--- config.mk ---
export PLATFORM = sky130hd
export DESIGN_NAME = div_sequencer_flat
export DESIGN_NICKNAME = d
export VERILOG_FILES = /design/src/rtl/div_sequencer_if.sv /design/src/rtl/div_sequencer.sv /design/src/flat_wrapper.sv
export SDC_FILE = /design/constraint.sdc
export NUM_CORES = 1
export LEC_CHECK = 0
export CAP_MARGIN = 40
export CORE_UTILIZATION = 47
export CTS_BUF_LIST = sky130_fd_sc_hd__clkbuf_4 sky130_fd_sc_hd__clkbuf_8
export CTS_CLUSTER_SIZE = 20
export DETAILED_ROUTE_END_ITERATION = 8
export PLACE_DENSITY = 0.92
export SLEW_MARGIN = 20
export SYNTH_ARGS = -nofsm -noshare
export SYNTH_HDL_FRONTEND = slang
export SYNTH_SLANG_ARGS = --single-unit
--- constraint.sdc ---
create_clock -name clk -period 4.8 [get_ports clk]
set_input_delay 0.96 -clock clk [delete_from_list [all_inputs] [get_ports clk]]
set_output_delay 0.96 -clock clk [all_outputs]
set_load 0.01 [all_outputs]
--- src/rtl/div_sequencer_if.sv ---
// Handshake bundle between the division sequencer and its neighbours.
// Groups three links:
//   issue     : issue_new/issue_ready plus operands rs1, rs2, fn3, issue_id
//   divider   : div_start/div_dividend/div_divisor out, div_quotient/div_remainder/
//               div_done/div_divisor_is_zero in
//   writeback : wb_done/wb_id/wb_rd out, wb_ack in
// The master modport is the sequencer; the slave modport is the issue/divider/writeback side.
interface div_sequencer_if #(
   parameter int unsigned ID_WIDTH = 3
);
   localparam int unsigned XLEN = 32;

   logic                issue_new;
   logic                issue_ready;
   logic [XLEN-1:0]     rs1;
   logic [XLEN-1:0]     rs2;
   logic [1:0]          fn3;
   logic [ID_WIDTH-1:0] issue_id;

   logic                div_start;
   logic [XLEN-1:0]     div_dividend;
   logic [XLEN-1:0]     div_divisor;
   logic [XLEN-1:0]     div_quotient;
   logic [XLEN-1:0]     div_remainder;
   logic                div_done;
   logic                div_divisor_is_zero;

   logic                wb_done;
   logic [ID_WIDTH-1:0] wb_id;
   logic [XLEN-1:0]     wb_rd;
   logic                wb_ack;

   modport master (
      input  issue_new, rs1, rs2, fn3, issue_id,
      input  div_quotient, div_remainder, div_done, div_divisor_is_zero,
      input  wb_ack,
      output issue_ready, div_start, div_dividend, div_divisor,
      output wb_done, wb_id, wb_rd
   );

   modport slave (
      output issue_new, rs1, rs2, fn3, issue_id,
      output div_quotient, div_remainder, div_done, div_divisor_is_zero,
      output wb_ack,
      input  issue_ready, div_start, div_dividend, div_divisor,
      input  wb_done, wb_id, wb_rd
   );
endinterface

--- src/rtl/div_sequencer.sv ---
// Issue-side sequencer for the shared unsigned iterative divider (DIV/DIVU/REM/REMU).
// Accepts one operation at a time, hands operand magnitudes to the divider with a
// one-cycle start pulse, sign-corrects the selected quotient/remainder and holds it on
// the writeback handshake until acknowledged. Divide-by-zero and signed overflow are
// answered directly without involving the divider.
// Ports:
//   clk  - clock, rising edge
//   rst  - synchronous active-high reset
//   bus  - div_sequencer_if master: issue, divider and writeback handshakes
module div_sequencer #(
   parameter int unsigned ID_WIDTH = 3
) (
   input logic              clk,
   input logic              rst,
   div_sequencer_if.master  bus
);

   localparam int unsigned XLEN = 32;
   localparam logic [XLEN-1:0] INT_MIN  = 32'h8000_0000;
   localparam logic [XLEN-1:0] ALL_ONES = 32'hFFFF_FFFF;

   typedef enum logic [1:0] {
      S_IDLE,
      S_START,
      S_WAIT,
      S_RESULT
   } state_e;

   // Per-operation attributes needed after the divider returns
   typedef struct packed {
      logic is_rem;
      logic neg_q;
      logic neg_r;
   } op_t;

   state_e              state_q, state_d;
   op_t                 op_q, op_d;
   logic [XLEN-1:0]     dividend_q, dividend_d;
   logic [XLEN-1:0]     divisor_q, divisor_d;
   logic [XLEN-1:0]     wb_rd_q, wb_rd_d;
   logic [ID_WIDTH-1:0] wb_id_q, wb_id_d;
   logic                ready_q, ready_d;
   logic                start_q, start_d;
   logic                done_q, done_d;

   logic                accept_c;
   logic                is_signed_c;
   logic                is_rem_c;
   logic                rs1_neg_c;
   logic                rs2_neg_c;
   logic [XLEN-1:0]     mag1_c;
   logic [XLEN-1:0]     mag2_c;
   logic                div_zero_c;
   logic                overflow_c;
   logic [XLEN-1:0]     bypass_val_c;
   logic [XLEN-1:0]     raw_res_c;
   logic                res_neg_c;
   logic [XLEN-1:0]     fixed_res_c;
   logic                unused_c;

   // The divider reports its own zero-divisor flag; the zero case is already resolved here
   assign unused_c = bus.div_divisor_is_zero;

   // Issue decode: fn3[0] selects unsigned, fn3[1] selects remainder
   assign accept_c    = bus.issue_new && ready_q;
   assign is_signed_c = ~bus.fn3[0];
   assign is_rem_c    = bus.fn3[1];
   assign rs1_neg_c   = is_signed_c & bus.rs1[XLEN-1];
   assign rs2_neg_c   = is_signed_c & bus.rs2[XLEN-1];

   // Magnitudes; INT_MIN negates to itself, which is its correct unsigned magnitude
   assign mag1_c = rs1_neg_c ? (~bus.rs1 + XLEN'(1)) : bus.rs1;
   assign mag2_c = rs2_neg_c ? (~bus.rs2 + XLEN'(1)) : bus.rs2;

   // Cases answered without the divider
   assign div_zero_c = (bus.rs2 == '0);
   assign overflow_c = is_signed_c && (bus.rs1 == INT_MIN) && (bus.rs2 == ALL_ONES);

   always_comb begin
      bypass_val_c = '0;
      if (div_zero_c) begin
         bypass_val_c = is_rem_c ? bus.rs1 : ALL_ONES;
      end else if (overflow_c) begin
         bypass_val_c = is_rem_c ? '0 : INT_MIN;
      end
   end

   // Result selection and sign correction of the divider output
   assign raw_res_c   = op_q.is_rem ? bus.div_remainder : bus.div_quotient;
   assign res_neg_c   = op_q.is_rem ? op_q.neg_r : op_q.neg_q;
   assign fixed_res_c = res_neg_c ? (~raw_res_c + XLEN'(1)) : raw_res_c;

   // Next-state and registered-output logic
   always_comb begin
      state_d    = state_q;
      op_d       = op_q;
      dividend_d = dividend_q;
      divisor_d  = divisor_q;
      wb_rd_d    = wb_rd_q;
      wb_id_d    = wb_id_q;

      unique case (state_q)
         S_IDLE: begin
            if (accept_c) begin
               op_d.is_rem = is_rem_c;
               op_d.neg_q  = rs1_neg_c ^ rs2_neg_c;
               op_d.neg_r  = rs1_neg_c;
               dividend_d  = mag1_c;
               divisor_d   = mag2_c;
               wb_id_d     = bus.issue_id;
               if (div_zero_c || overflow_c) begin
                  wb_rd_d = bypass_val_c;
                  state_d = S_RESULT;
               end else begin
                  state_d = S_START;
               end
            end
         end
         S_START: begin
            state_d = S_WAIT;
         end
         S_WAIT: begin
            if (bus.div_done) begin
               wb_rd_d = fixed_res_c;
               state_d = S_RESULT;
            end
         end
         S_RESULT: begin
            if (bus.wb_ack) begin
               state_d = S_IDLE;
            end
         end
         default: begin
            state_d = S_IDLE;
         end
      endcase

      // Handshake outputs are registered copies of the next-state decode
      ready_d = (state_d == S_IDLE);
      start_d = (state_d == S_START);
      done_d  = (state_d == S_RESULT);
   end

   // State and output registers
   always_ff @(posedge clk) begin
      if (rst) begin
         state_q    <= S_IDLE;
         op_q       <= '0;
         dividend_q <= '0;
         divisor_q  <= '0;
         wb_rd_q    <= '0;
         wb_id_q    <= '0;
         ready_q    <= 1'b1;
         start_q    <= 1'b0;
         done_q     <= 1'b0;
      end else begin
         state_q    <= state_d;
         op_q       <= op_d;
         dividend_q <= dividend_d;
         divisor_q  <= divisor_d;
         wb_rd_q    <= wb_rd_d;
         wb_id_q    <= wb_id_d;
         ready_q    <= ready_d;
         start_q    <= start_d;
         done_q     <= done_d;
      end
   end

   assign bus.issue_ready  = ready_q;
   assign bus.div_start    = start_q;
   assign bus.div_dividend = dividend_q;
   assign bus.div_divisor  = divisor_q;
   assign bus.wb_done      = done_q;
   assign bus.wb_id        = wb_id_q;
   assign bus.wb_rd        = wb_rd_q;

endmodule
--- src/flat_wrapper.sv ---
// flat-port wrapper written by rule: the top's interface ports become plain ports
module div_sequencer_flat 
#(
   parameter int unsigned ID_WIDTH = 3
)
  (clk, rst, bus_issue_new, bus_rs1, bus_rs2, bus_fn3, bus_issue_id, bus_div_quotient, bus_div_remainder, bus_div_done, bus_div_divisor_is_zero, bus_wb_ack, bus_issue_ready, bus_div_start, bus_div_dividend, bus_div_divisor, bus_wb_done, bus_wb_id, bus_wb_rd);
  div_sequencer_if #(.ID_WIDTH(ID_WIDTH)) bus_i ();
  input logic clk;
  input logic rst;
  input wire logic [$bits(bus_i.issue_new)-1:0] bus_issue_new;
  input wire logic [$bits(bus_i.rs1)-1:0] bus_rs1;
  input wire logic [$bits(bus_i.rs2)-1:0] bus_rs2;
  input wire logic [$bits(bus_i.fn3)-1:0] bus_fn3;
  input wire logic [$bits(bus_i.issue_id)-1:0] bus_issue_id;
  input wire logic [$bits(bus_i.div_quotient)-1:0] bus_div_quotient;
  input wire logic [$bits(bus_i.div_remainder)-1:0] bus_div_remainder;
  input wire logic [$bits(bus_i.div_done)-1:0] bus_div_done;
  input wire logic [$bits(bus_i.div_divisor_is_zero)-1:0] bus_div_divisor_is_zero;
  input wire logic [$bits(bus_i.wb_ack)-1:0] bus_wb_ack;
  output wire logic [$bits(bus_i.issue_ready)-1:0] bus_issue_ready;
  output wire logic [$bits(bus_i.div_start)-1:0] bus_div_start;
  output wire logic [$bits(bus_i.div_dividend)-1:0] bus_div_dividend;
  output wire logic [$bits(bus_i.div_divisor)-1:0] bus_div_divisor;
  output wire logic [$bits(bus_i.wb_done)-1:0] bus_wb_done;
  output wire logic [$bits(bus_i.wb_id)-1:0] bus_wb_id;
  output wire logic [$bits(bus_i.wb_rd)-1:0] bus_wb_rd;
  assign bus_i.issue_new = bus_issue_new;
  assign bus_i.rs1 = bus_rs1;
  assign bus_i.rs2 = bus_rs2;
  assign bus_i.fn3 = bus_fn3;
  assign bus_i.issue_id = bus_issue_id;
  assign bus_i.div_quotient = bus_div_quotient;
  assign bus_i.div_remainder = bus_div_remainder;
  assign bus_i.div_done = bus_div_done;
  assign bus_i.div_divisor_is_zero = bus_div_divisor_is_zero;
  assign bus_i.wb_ack = bus_wb_ack;
  assign bus_issue_ready = bus_i.issue_ready;
  assign bus_div_start = bus_i.div_start;
  assign bus_div_dividend = bus_i.div_dividend;
  assign bus_div_divisor = bus_i.div_divisor;
  assign bus_wb_done = bus_i.wb_done;
  assign bus_wb_id = bus_i.wb_id;
  assign bus_wb_rd = bus_i.wb_rd;
  div_sequencer #(.ID_WIDTH(ID_WIDTH)) u_core (.clk(clk), .rst(rst), .bus(bus_i));
endmodule
==> key figures, run 1 <==
Critical path
  – Worst Reg-to-Reg Cells: 9
  – Crit-path cells: clkdlybuf4s50_1 -> inv_1 -> ha_1 -> nor3b_1 -> buf_4 -> nand2_1 -> nor4_1 -> and2_1 -> o21ai_0 -> a311oi_2
  – Startpoint Class: input pin
  – FF-to-FF End: u_core.bus.wb_rd[27]
  – Critical path's slowest cell: and2_1
  – Critical path class: input pin to flop
  – Max incr delay on CP: 740 ps
  – R2R Setup Slk: 1590 ps
  – Crit Path Max Fanout: 27
  – Required @ worst endpoint: 5080 ps
  – Worst reg2reg startpoint: u_core.op_q[2]
  – Crit path capture type: flop
  – Arrival time worst endpoint: 4250 ps

Layout
  – Area Overhead vs Synth: 41.0%
  – Nets: 1209
  – Layout cell share with drive strength beyond 1: 5.14%
  – Antenna cells: 0
  – Final instance area: 9490 µm²
  – FILL cells: 1155

Timing
  – Slew Viols, Final: 0
  – Worst slew margin: 41.7%
  – Hold_ws: 463 ps
  – Final Hold Fails: 0
  – Final period util: 82.9%
  – Worst-margin pin slew: 867 ps
  – Setup TNS: 0 ps
  – # setup viols final: 0
  – Max Clock Skew: 7.98 ps
  – RSZ-0062 raised after global routing: false
  – Tmin final: 3980 ps
  – Fmax: 251 MHz

Floorplanning
  – Die area: 14800 µm²
  – Rows: 43
  – Die Y-Extent: 122 µm
  – Starting density of the core: 48.3%
  – Core Area: 13900 µm²
  – Die Wd: 122 µm
  – # IOs: 241

Global routing
  – Vias in the first global route: 7051
  – Gr ovfl total: 0
  – GRT Util Overall: 29.4%
  – Largest net degree at the start of global routing: 67
  – Initial antenna violation count: 0
  – First-pass GRT wire length: 34600 µm

Logic synthesis
  – Sequential-to-total area share from yosys stat: 31.8%
  – Synth cell types: 57
  – Main area contributors after synthesis: dfxtp_1, nor2_1, a211oi_1, xor2_1, xnor2_1
  – Syn Inst Count: 861
  – Ys flop type: dfxtp_1
  – Post-synth EDFFs: 0
  – Synthesized Nets: 1004
  – Synth Register Bits: 107
  – Fraction of registers with async set/reset: 0%
  – Area leader, netlist: dfxtp_1
  – Syn. warnings: 0
  – Cell area after synthesis: 6730 µm²
  – Post-synth top cells: nor2_1, dfxtp_1, nand2_1
  – Most numerous cell in the Yosys netlist: nor2_1
  – Yosys top cell area share: 31.8%
  – Mapped Avg Cell Area: 7.81 µm²

Worst hold path
  – Hold path depth: 2
  – Hold EP: u_core.bus.wb_id[2]
  – Hold WC Path Type: flop to flop
  – HP Start: u_core.bus.wb_id[2]

Clock network
  – H-tree Lvls: 3
  – Worst-path clk slew: 90 ps
  – Post-cts hold buffer count: 0
  – Worst skew pair latency: 370 ps
  – Clk buf depth: 2
  – TritonCTS Buffers: 9
  – Clk sinks: 107
  – Post-CTS Setup Bufs: 0
  – CTS tree: done
  – Clk root buf: clkbuf_8
  – Cts repair resizes: 0

Run
  – Max-Cap Viols: 0

Power and ir drop
  – Power Total: 2.58 mW
  – Leak pwr: 3.05 nW
  – Worst ir drop on vdd: 203 µV
  – Pwr dens: 271 nW/µm²

Routing
  – Post-route ant nets: 0
  – Total vias in the final route: 7510
  – WL final: 22100 µm
  – Initial detailed-routing violation count: 657
  – DRT Pass-1 Iters: 7
  – DR vias/cell: 6.01
  – WL per Instance: 17.7 µm
  – DRC violations left: 0

Placed design
  – Placed instance area: 9270 µm²
  – Gp weighted congestion: 0.888
  – DP HPWL: 17000 µm
  – PortBufs: 239

Outcome
  – Status: completed
cell families (layout without fill, tap and decap cells):
family                     Yosys count  count (layout)  share of synthesized area, %
DFF                                107             107                          31.8
adders and majority gates            4               4                         0.744
xor gates and xnor gates            75              75                          9.76
muxes                               33              33                          4.95
and+or+nand+nor                    320             320                          23.2
AOI/OAI and AO/OA                  252             252                          25.3
buffers and inverters               70             278                          4.22
flip-flops by register name, indices dropped and copies added (netlist names):
name                     count
u_core.bus.issue_ready       1
u_core.bus.div_divisor      32
u_core.bus.wb_done           1
u_core.bus.wb_rd            32
u_core.op_q                  3
u_core.bus.div_dividend     32
u_core.state_q               2
u_core.bus.div_start         1
u_core.bus.wb_id             3
layout make-up:
| class | count | area (µm²) | share of cell area, % |
|---|---|---|---|
| clock buffers | 12 | 153 | 1.61 |
| repair buffers | 256 | 2580 | 27.2 |
| inverters | 8 | 30.0 | 0.317 |
| multi-input cells | 684 | 4320 | 45.5 |
| flip-flops and latches | 107 | 2140 | 22.6 |
| well taps | 180 | 225 | 2.37 |
| clock inverters | 2 | 37.5 | 0.396 |
stage by stage:
step	setup slack (ps)	util [%]	instances
floorplan	1490	-	861
global placement	732	65.9	1228
detailed placement	619	66.5	1234
CTS	955	67.9	1248
global route	638	68.1	1249
finish	823	68.1	1249
cell usage in the layout (no fill, tap or decap), types with 5 or more instances in the layout:
cell type,n
a211oi_1,48
a21oi_1,46
a311oi_1,32
a31oi_1,9
and3_1,5
buf_4,13
clkbuf_8,10
clkdlybuf4s50_1,238
dfxtp_1,106
inv_1,8
mux2i_1,30
nand2_1,65
nand2b_1,9
nand3_1,10
nand4_1,12
nor2_1,125
nor2b_1,5
nor3_1,22
nor3b_1,12
nor4_1,12
o211ai_1,6
o21ai_0,64
o31ai_1,11
o41ai_1,8
or3_1,19
or4_1,6
xnor2_1,37
xor2_1,38
worst max-delay path, delay by kind of cell:
family          cells  cell delay (ps)
buf+inv             3              770
fa+ha+maj           1              160
compound gates      2              690
simple gates        4             1670
worst max path at each step:
| stage | from | end | cells past startpoint |
|---|---|---|---|
| after floorplan | u_core.op_q[2] | u_core.bus.wb_rd[28] | 13 |
| after global placement | bus_rs2[0] | u_core.bus.wb_rd[27] | 12 |
| after detailed placement | bus_rs2[0] | u_core.bus.wb_rd[27] | 12 |
| after CTS | bus_rs2[0] | u_core.bus.wb_rd[27] | 12 |
| after global routing | bus_rs2[0] | u_core.bus.wb_rd[27] | 10 |
| final | bus_rs2[0] | u_core.bus.wb_rd[27] | 10 |
metal layers:
metal / part of all wire (%) / vias to the layer above / routed length, µm / GRT usage (%)
li1: - / 3590 / - / -
met1: 41 / 3516 / 9040 / 36.2
met2: 47 / 316 / 10400 / 48.5
met3: 6.8 / 88 / 1510 / 5.66
met4: 5.3 / 0 / 1180 / 15.7
met5: 0 / - / 0 / 0
power by group:
group	leakage [nW]	total, mW	switching, mW	internal [mW]
registers	0.878	1.06	0.0640	0.998
logic	2.08	0.949	0.473	0.476
clock network	0.0954	0.564	0.302	0.262
(Power assumes the default switching activity.)
==> run 2: changes to the inputs <==
--- a/config.mk
+++ b/config.mk
@@ -6,11 +6,11 @@
 export NUM_CORES = 1
 export LEC_CHECK = 0
 export CAP_MARGIN = 40
-export CORE_UTILIZATION = 47
+export CORE_UTILIZATION = 42
 export CTS_BUF_LIST = sky130_fd_sc_hd__clkbuf_4 sky130_fd_sc_hd__clkbuf_8
 export CTS_CLUSTER_SIZE = 20
 export DETAILED_ROUTE_END_ITERATION = 8
-export PLACE_DENSITY = 0.92
+export PLACE_DENSITY = 0.88
 export SLEW_MARGIN = 20
 export SYNTH_ARGS = -nofsm -noshare
 export SYNTH_HDL_FRONTEND = slang
==> constraint.sdc (replaced) <==
create_clock -name clk -period 3.3 [get_ports clk]
set_input_delay 0.66 -clock clk [delete_from_list [all_inputs] [get_ports clk]]
set_output_delay 0.66 -clock clk [all_outputs]
set_load 0.01 [all_outputs]
==> run 2 against run 1 <==
Compared with the run above:
- utilization decreased by 4.8 points
- sequential power increased by 46%
- worst setup slack got worse by 620 ps
==> key figures, run 2 (synthesis gave the netlist of run 1 again) <==
Outcome
  – Status: completed

Clock network
  – Worst skew pair latency: 380 ps
  – Cts repair resizes: 0
  – H-tree Lvls: 3
  – Post-cts hold buffer count: 0
  – Clk sinks: 107
  – Post-CTS Setup Bufs: 0
  – Clk root buf: clkbuf_8
  – TritonCTS Buffers: 9
  – Clk buf depth: 2
  – Worst-path clk slew: 90 ps
  – CTS tree: done

Placed design
  – Gp weighted congestion: 0.929
  – DP HPWL: 17400 µm
  – Setup WS pre-CTS: -140 ps
  – PortBufs: 239

Timing
  – Slew Viols, Final: 0
  – Final period util: 93.9%
  – Tmin final: 3100 ps
  – Worst slew margin: 53.2%
  – Worst setup margin: 200 ps
  – Fmax: 323 MHz
  – Worst-margin pin slew: 702 ps
  – # setup viols final: 0
  – Max Clock Skew: 10.1 ps
  – Final Hold Fails: 0
  – RSZ-0062 raised after global routing: false

Global routing
  – First-pass GRT wire length: 36000 µm
  – Initial antenna violation count: 0
  – Largest net degree at the start of global routing: 75
  – GRT Util Overall: 27.5%
  – Vias in the first global route: 7156
  – Gr ovfl total: 0

Routing
  – DR vias/cell: 5.75
  – Initial detailed-routing violation count: 592
  – Total vias in the final route: 7505
  – DRC violations left: 0
  – DRT Pass-1 Iters: 5
  – Post-route ant nets: 0
  – WL final: 22500 µm
  – WL per Instance: 17.2 µm

Layout
  – Most common cell after layout, fill and taps aside: clkdlybuf4s50_1
  – Layout cell share with drive strength beyond 1: 7.40%
  – Commonest non-fill, non-tap cells in the layout: clkdlybuf4s50_1, nor2_1, dfxtp_1, nand2_1, o21ai_0
  – Antenna cells: 0
  – Area Overhead vs Synth: 45.1%
  – Nets: 1235

Power and ir drop
  – Power Total: 3.73 mW
  – Worst ir drop on vdd: 352 µV
  – Leak pwr: 3.20 nW
  – Pwr dens: 382 nW/µm²

Critical path
  – Delay-heaviest family, CP: simple AND/OR/NAND/NOR gates
  – Crit path capture type: flop
  – Critical path class: input pin to flop
  – Crit Path Max Fanout: 27
  – CP Buf/Inv Count: 3
  – Max incr delay on CP: 550 ps
  – Required @ worst endpoint: 3580 ps
  – Crit-path cells: clkdlybuf4s50_1 -> nor4_2 -> nand2_1 -> nor4_1 -> buf_4 -> and2_1 -> buf_12 -> o21ai_0 -> a311oi_1
  – Critical path's slowest cell: clkdlybuf4s50_1
  – Arrival time worst endpoint: 3380 ps
  – Startpoint Class: input pin

Floorplanning
  – Die Y-Extent: 129 µm
  – Starting density of the core: 43.6%
  – # IOs: 241
  – Die area: 16500 µm²
  – Core Area: 15400 µm²
  – Die Wd: 129 µm
  – Rows: 45

Run
  – Max-Cap Viols: 0

Worst hold path
  – Hold WC Path Type: flop to flop
## run 2: cell types whose count changed in the layout (fill, tap and decap cells not counted), moves of 2 or more
cell and change:
buf_4 +23, buf_12 +6, clkbuf_8 +3, buf_16 -2
buf_6 -2, clkbuf_4 -2
## run 2: stage by stage
stage          cells  util, %  cell area [µm²]  hold slack [ps]  TNS, ps
6_report        1306     63.3             9760              458        0
5_1_grt         1306     63.3             9760              491        0
4_1_cts         1306     63.3             9760              459        0
3_5_place_dp    1292     62.1             9570              446    -1730
3_3_place_gp    1291     62.0             9560              441        0
2_1_floorplan    861        -             6740              446        0
## run 2: final timing paths
path | startpoint | endpoint | slack (ps) | cells past startpoint
worst max-delay path | bus_rs2[4] | u_core.bus.wb_rd[2] | 200 | 9
worst min-delay path | u_core.bus.wb_id[0] | u_core.bus.wb_id[0] | 460 | 2
worst min register to register | u_core.bus.wb_id[0] | u_core.bus.wb_id[0] | 460 | 2
worst max register to register | u_core.op_q[2] | u_core.bus.wb_rd[30] | 420 | 8
## run 2: worst reg2reg max path: cells and delay by family (launching register included)
kind / cells / cell delay (ps)
xor gates and xnor gates: 1 / 190
buffers and inverters: 1 / 440
and+or+nand+nor: 3 / 840
AOI/OAI and AO/OA: 3 / 660
DFF: 1 / 670
## run 2: routing by layer
| metal | up-vias | track usage [%] | wire [µm] |
|---|---|---|---|
| met5 | - | 0 | 0 |
| met4 | 0 | 11.9 | 848 |
| met3 | 58 | 5.24 | 1460 |
| met2 | 311 | 46.4 | 10700 |
| met1 | 3492 | 34.1 | 9480 |
| li1 | 3644 | - | - |
## run 2: final cells by class
| cell class | instances | area (µm²) |
|---|---|---|
| clock buffers | 13 | 179 |
| fillers | 1338 | 5670 |
| clock inverters | 1 | 7.51 |
| multi-input cells | 684 | 4330 |
| inverters | 8 | 30.0 |
| well taps | 211 | 264 |
| flip-flops and latches | 107 | 2140 |
| repair buffers | 282 | 2810 |
## run 2: where the power goes
part | total, mW | internal, mW | switching (mW) | leakage (nW)
registers | 1.55 | 1.45 | 0.0982 | 0.878
clock network | 0.788 | 0.350 | 0.439 | 0.0936
logic | 1.39 | 0.706 | 0.689 | 2.23
total | 3.73 | 2.51 | 1.23 | 3.20
